==> src/rtl/fix_parser_tokenizer.sv <==
// FIX byte-stream tokenizer: splits fields on '=' and SOH, buffers each complete
// field and replays it as a framed tag/value burst; also checks tag 10 and reports bad fields.
module fix_parser_tokenizer #(
  parameter int unsigned TAG_MAX = 4,
  parameter int unsigned VAL_MAX = 32
) (
  input  logic       clk,
  input  logic       rst,
  input  logic       in_valid_i,
  input  logic [7:0] in_data_i,
  output logic       in_ready_o,
  output logic [7:0] data_o,
  output logic       start_tag_o,
  output logic       start_value_o,
  output logic       cks_valid_o,
  output logic       cks_ok_o,
  output logic       err_o,
  output logic [2:0] err_code_o
);

  localparam int unsigned TLW = $clog2(TAG_MAX + 1);
  localparam int unsigned VLW = $clog2(VAL_MAX + 1);
  localparam int unsigned TIW = $clog2(TAG_MAX);
  localparam int unsigned VIW = $clog2(VAL_MAX);

  localparam logic [7:0] CH_EQ  = 8'h3D;
  localparam logic [7:0] CH_SOH = 8'h01;

  localparam logic [2:0] ERR_TAG_OVF   = 3'd1;
  localparam logic [2:0] ERR_VAL_OVF   = 3'd2;
  localparam logic [2:0] ERR_TAG_CHR   = 3'd3;
  localparam logic [2:0] ERR_TAG_EMPTY = 3'd4;
  localparam logic [2:0] ERR_VAL_EMPTY = 3'd5;
  localparam logic [2:0] ERR_TAG_SOH   = 3'd6;

  typedef enum logic [2:0] {C_TAG, C_VAL, DISCARD, E_TAG, G1, E_VAL, G2} state_t;

  state_t         r_state;
  logic           r_in_ready;
  logic [7:0]     r_data;
  logic           r_start_tag;
  logic           r_start_value;
  logic           r_cks_valid;
  logic           r_cks_ok;
  logic           r_err;
  logic [2:0]     r_err_code;
  logic [7:0]     r_tag_buf [TAG_MAX];
  logic [7:0]     r_val_buf [VAL_MAX];
  logic [TLW-1:0] r_tag_len;
  logic [VLW-1:0] r_val_len;
  logic [VLW-1:0] r_idx;
  logic [7:0]     r_cks_acc;
  logic [7:0]     r_cks_base;
  logic           r_first;

  logic           w_accept;
  logic           w_is_digit;
  logic           w_is_cks_tag;
  logic           w_val_digits;
  logic           w_cks_match;
  logic [9:0]     w_val_dec;
  logic [TIW-1:0] w_tag_wi;
  logic [VIW-1:0] w_val_wi;

  function automatic logic is_digit(input logic [7:0] b);
    return (b >= 8'h30) && (b <= 8'h39);
  endfunction

  assign in_ready_o    = r_in_ready;
  assign data_o        = r_data;
  assign start_tag_o   = r_start_tag;
  assign start_value_o = r_start_value;
  assign cks_valid_o   = r_cks_valid;
  assign cks_ok_o      = r_cks_ok;
  assign err_o         = r_err;
  assign err_code_o    = r_err_code;

  assign w_accept   = in_valid_i && r_in_ready;
  assign w_is_digit = is_digit(in_data_i);
  assign w_tag_wi   = r_tag_len[TIW-1:0];
  assign w_val_wi   = r_val_len[VIW-1:0];

  // Tag-10 detection and decimal decode of its 3-digit value
  assign w_is_cks_tag = (r_tag_len == TLW'(2)) && (r_tag_buf[0] == 8'h31) && (r_tag_buf[1] == 8'h30);
  assign w_val_digits = (r_val_len == VLW'(3)) && is_digit(r_val_buf[0]) &&
                        is_digit(r_val_buf[1]) && is_digit(r_val_buf[2]);
  assign w_val_dec    = 10'd100 * 10'(r_val_buf[0][3:0]) + 10'd10 * 10'(r_val_buf[1][3:0]) +
                        10'(r_val_buf[2][3:0]);
  assign w_cks_match  = w_val_digits && (w_val_dec == 10'(r_cks_base));

  always_ff @(posedge clk) begin
    if (rst) begin
      r_state       <= C_TAG;
      r_in_ready    <= 1'b1;
      r_data        <= '0;
      r_start_tag   <= 1'b0;
      r_start_value <= 1'b0;
      r_cks_valid   <= 1'b0;
      r_cks_ok      <= 1'b0;
      r_err         <= 1'b0;
      r_err_code    <= '0;
      r_tag_len     <= '0;
      r_val_len     <= '0;
      r_idx         <= '0;
      r_cks_acc     <= '0;
      r_cks_base    <= '0;
      r_first       <= 1'b1;
      for (int i = 0; i < TAG_MAX; i++) r_tag_buf[i] <= '0;
      for (int i = 0; i < VAL_MAX; i++) r_val_buf[i] <= '0;
    end else begin
      r_cks_valid <= 1'b0;
      r_cks_ok    <= 1'b0;
      r_err       <= 1'b0;
      r_err_code  <= '0;

      // Running checksum; base snapshots the sum preceding each field
      if (w_accept) begin
        r_cks_acc <= r_cks_acc + in_data_i;
        r_first   <= 1'b0;
        if (r_first) r_cks_base <= r_cks_acc;
      end

      case (r_state)
        C_TAG: if (w_accept) begin
          if (w_is_digit) begin
            if (r_tag_len == TLW'(TAG_MAX)) begin
              r_err      <= 1'b1;
              r_err_code <= ERR_TAG_OVF;
              r_state    <= DISCARD;
            end else begin
              r_tag_buf[w_tag_wi] <= in_data_i;
              r_tag_len           <= r_tag_len + TLW'(1);
            end
          end else if (in_data_i == CH_EQ) begin
            if (r_tag_len == '0) begin
              r_err      <= 1'b1;
              r_err_code <= ERR_TAG_EMPTY;
              r_state    <= DISCARD;
            end else begin
              r_state <= C_VAL;
            end
          end else if (in_data_i == CH_SOH) begin
            r_err      <= 1'b1;
            r_err_code <= ERR_TAG_SOH;
            r_tag_len  <= '0;
            r_val_len  <= '0;
            r_first    <= 1'b1;
          end else begin
            r_err      <= 1'b1;
            r_err_code <= ERR_TAG_CHR;
            r_state    <= DISCARD;
          end
        end

        C_VAL: if (w_accept) begin
          if (in_data_i != CH_SOH) begin
            if (r_val_len == VLW'(VAL_MAX)) begin
              r_err      <= 1'b1;
              r_err_code <= ERR_VAL_OVF;
              r_state    <= DISCARD;
            end else begin
              r_val_buf[w_val_wi] <= in_data_i;
              r_val_len           <= r_val_len + VLW'(1);
            end
          end else if (r_val_len == '0) begin
            r_err      <= 1'b1;
            r_err_code <= ERR_VAL_EMPTY;
            r_tag_len  <= '0;
            r_first    <= 1'b1;
            r_state    <= C_TAG;
          end else begin
            // Field complete: first tag byte goes out on the next cycle
            r_first     <= 1'b1;
            r_in_ready  <= 1'b0;
            r_data      <= r_tag_buf[0];
            r_start_tag <= 1'b1;
            r_idx       <= VLW'(1);
            r_state     <= E_TAG;
            if (w_is_cks_tag) begin
              r_cks_valid <= 1'b1;
              r_cks_ok    <= w_cks_match;
              r_cks_acc   <= '0;
            end
          end
        end

        DISCARD: if (w_accept && (in_data_i == CH_SOH)) begin
          r_tag_len <= '0;
          r_val_len <= '0;
          r_first   <= 1'b1;
          r_state   <= C_TAG;
        end

        E_TAG: begin
          if (r_idx < VLW'(r_tag_len)) begin
            r_data <= r_tag_buf[r_idx[TIW-1:0]];
            r_idx  <= r_idx + VLW'(1);
          end else begin
            r_data      <= '0;
            r_start_tag <= 1'b0;
            r_state     <= G1;
          end
        end

        G1: begin
          r_data        <= r_val_buf[0];
          r_start_value <= 1'b1;
          r_idx         <= VLW'(1);
          r_state       <= E_VAL;
        end

        E_VAL: begin
          if (r_idx < r_val_len) begin
            r_data <= r_val_buf[r_idx[VIW-1:0]];
            r_idx  <= r_idx + VLW'(1);
          end else begin
            r_data        <= '0;
            r_start_value <= 1'b0;
            r_state       <= G2;
          end
        end

        G2: begin
          r_tag_len  <= '0;
          r_val_len  <= '0;
          r_idx      <= '0;
          r_in_ready <= 1'b1;
          r_state    <= C_TAG;
        end

        default: begin
          r_in_ready <= 1'b1;
          r_state    <= C_TAG;
        end
      endcase
    end
  end

endmodule

==> config.mk <==
export PLATFORM = sky130hd
export DESIGN_NAME = fix_parser_tokenizer
export DESIGN_NICKNAME = d
export VERILOG_FILES = /design/src/rtl/fix_parser_tokenizer.sv
export SDC_FILE = /design/constraint.sdc
export NUM_CORES = 1
export LEC_CHECK = 0
export ABC_AREA = 0
export BUFFER_PORTS_ARGS = -buffer_cell sky130_fd_sc_hd__buf_2
export CORE_ASPECT_RATIO = 1.4
export CORE_MARGIN = 1.5
export CORE_UTILIZATION = 44
export CTS_CLUSTER_DIAMETER = 80
export DETAILED_ROUTE_END_ITERATION = 16
export PLACE_DENSITY_LB_ADDON = 0.15
export SLEW_MARGIN = 25
export SYNTH_ARGS = -nofsm -noshare
export SYNTH_HDL_FRONTEND = slang
export SYNTH_SLANG_ARGS = --single-unit
==> constraint.sdc <==
create_clock -name clk -period 8.2 [get_ports clk]
set_clock_uncertainty 0.15 [all_clocks]
set_input_delay 0.82 -clock clk [delete_from_list [all_inputs] [get_ports clk]]
set_output_delay 0.82 -clock clk [all_outputs]
set_load 0.1 [all_outputs]
==> results.cfg <==
[final_layout]
finalNetCount = 1466
drive_gt1_share_pct = 15.6
stdcell_area_mm2 = 0.0192
seq_area_mm2 = 0.00980
layout-area-overhead-vs-synth_pct = 9.23
multi_input_area_mm2 = 0.00725
diodes = 0
fillers = 3476
fin_cells = 1953
utilization_pct = 48.8

[detailed_routing]
ant_nets = 0
drt_iter0_drc = 1001
wl_met2_um = 24500
wl_met3_um = 2050
num_vias = 11242
drcViolationCount = 0
drt-total-wl_um = 47700
wl_met1_um = 18400
drt-wirelength-per-cell_um = 24.4
detail_route.vias_per_cell = 5.76
first_pass_iters = 5
top_layer = met4

[pwr]
finalPower_uw = 3990
pwr_density_cell_mw_per_mm2 = 207
ir_worst_vdd_v = 0.000124
p_seq_share_pct = 50.5
clkPwrFrac_pct = 40.1
p_int_uw = 3020
combPwrFrac_pct = 9.4
netSwitchingFraction_pct = 24.2
leakage_uw = 0.00675
switchingPower_uw = 966

[setup_path]
crit_path_start = r_val_buf[0][1]$_SDFFCE_PN0P_
path_max_fanout = 5
path_depth = 14
cpMostUsedCell = ha_1
startpoint_type = flop
slowest_delay_ps = 450
crit_path_end_kind = flop
cp.arrival_ps = 4010
rrSetupSlack_ps = 4480
critPathRequiredTime_ps = 8490
crit_buf_inv = 3
cp_cell_sequence = inv_1, ha_1, ha_1, inv_1, fa_1, inv_1, ha_1, ha_1, nor2b_1, a21oi_1, nand3_1, a2111oi_0, nand4_1, nor4_1
crit_end = cks_ok_o$_SDFF_PP0_
rr_worst_depth = 14
timing.rr.end = cks_ok_o$_SDFF_PP0_
path_delay_family = adder cells
slowest_stage = edfxtp_1
path_class = reg2reg
timing.rr.start = r_val_buf[0][1]$_SDFFCE_PN0P_

[cts]
cts_tree = done
cts_root_buffer = clkbuf_16
cts_sinks = 345
clk_pin_slew_worst_paths_ps = 60
htree_num_levels = 2
insertion_delay_ps = 530
cts_resized = 0
post_cts_buffers = 0
hold_buffers = 0
ctsLongestPathBuffers = 3
numCtsBuffers = 36

[grt]
overflow = 0
antenna_found_initial = 0
grt.total_usage_pct = 23.8
grt_pass1_vias = 11321
grt_max_degree = 57
grt_first_pass_wirelength_um = 70700

[sta]
finalHoldViolCount = 0
fmax_mhz = 269
fin_tns_setup_ps = 0
drv_slew = 0
setup_viol = 0
rsz0062_at_grt = false
worstMarginPinSlew_ps = 1050
period_share_pct = 45.3
maxSlewHeadroom_pct = 29.7
fin_crit_ps = 3720

[die]
ios = 28
die_w_um = 172
die-area_mm2 = 0.0412
core_area_mm2 = 0.0394
row_count = 86
initial_core_util_pct = 44.7
die_h_um = 240

[place]
globalplace.congestion = 0.911
portBuffers = 27
hpwl_um = 32400
placed_area_mm2 = 0.0181
dp.cells = 1889

[logic_synthesis]
syn_inst = 1397
synth-main-ff-cell = edfxtp_1
yosysMostFrequentCell = edfxtp_1
syn_area_mm2 = 0.0176
synth_edf_count = 288
ys_ff_latch = 345
synth_warnings = 0
synth_sequential_area_ratio_pct = 55.7
syn_avg_cell_area_um2 = 12.6
synthArstFlopShare_pct = 0
yosys-top-cells-count = edfxtp_1 (288), and2_1 (241), nor2_1 (74)
synth_cell_types = 86
yosys.area.top_type = edfxtp_1
yosysTopAreaCellShare_pct = 49.2
netlist_top_cells_area = edfxtp_1 (49%), and2_1 (8.6%), mux4_2 (7.8%)

[min_path]
holdCritPathClass = reg2reg
hold_depth = 2

[flow_run]
maxCapViolations = 0

[outcome]
run_status = complete, no violations
[area by class of cell]
type	instances	area share (%)
Multi-Input combinational cell	941	37.8
Timing Repair Buffer	41	1.25
Clock inverter	21	0.951
Clock buffer	43	4.94
Inverter	34	0.664
Tap cell	528	3.44
Sequential cell	345	51.0
[tightest hold or removal path: stages, from the launching register on]
cell and delay [ps]:
dfxtp_1 320, nand2_1 60, a21oi_1 50
[power by group through the flow]
stage | Combinational (uW) | Clock (uW) | Sequential, uW
2_1_floorplan | 254 | 0 | 2060
3_3_place_gp | 371 | 0 | 2050
3_5_place_dp | 373 | 0 | 2050
4_1_cts | 375 | 1620 | 2010
5_1_grt | 403 | 1680 | 2020
6_report | 374 | 1600 | 2010
[kinds of logic (layout without fill, tap and decap cells)]
logic type	count (synthesis)	count (layout)	share of synthesized area [%]
simple gates	581	581	19.0
fa+ha+maj	56	56	4.24
other cells	1	8	0.0213
buf+inv	118	139	3.28
compound gates	184	184	7.22
xor+xnor	25	25	1.25
flops	345	345	55.7
mux	87	87	9.29
[layout by cell type (no fill, tap or decap), types with 32 or more instances in the layout]
master and instances:
inv_1 32, edfxtp_1 288, a21oi_1 44, nor2_1 74
nand2_1 57, clkbuf_16 37, nor3_1 46, dfxtp_1 55
and2_1 241, mux4_2 61, a22oi_1 37, ha_1 50
or2_2 36
[flip-flops by register name, indices dropped and copies added (netlist names), 6 cells and up, named ones only]
signal	cells
r_val_buf	256
r_cks_acc	8
data_o	8
r_val_len	6
r_tag_buf	32
r_idx	6
r_cks_base	8
[through the flow]
step                setup slack [ps]  hold slack (ps)
detailed placement              4080              315
finish                          4480              324
CTS                             4480              324
global route                    4220              348
floorplan                       4880              295
global placement                4110              311
[worst min-delay path by stage]
stage / slack [ps] / startpoint / endpoint
after global routing: 350 / r_cks_acc[4]$_SDFF_PP0_ / r_cks_acc[4]$_SDFF_PP0_
after detailed placement: 320 / r_cks_base[2]$_SDFFE_PP0P_ / r_cks_base[2]$_SDFFE_PP0P_
after CTS: 320 / r_cks_base[0]$_SDFFE_PP0P_ / r_cks_base[0]$_SDFFE_PP0P_
final: 320 / r_cks_acc[4]$_SDFF_PP0_ / r_cks_acc[4]$_SDFF_PP0_
after global placement: 310 / r_cks_base[7]$_SDFFE_PP0P_ / r_cks_base[7]$_SDFFE_PP0P_
after floorplan: 300 / r_cks_base[3]$_SDFFE_PP0P_ / r_cks_base[3]$_SDFFE_PP0P_
[routing by layer]
layer,vias to the layer above,track usage [%]
met1,5552,27.2
met3,135,3.09
li1,5172,-
met4,0,13.0
met2,383,42.5
met5,-,0
(Power assumes the default switching activity.)
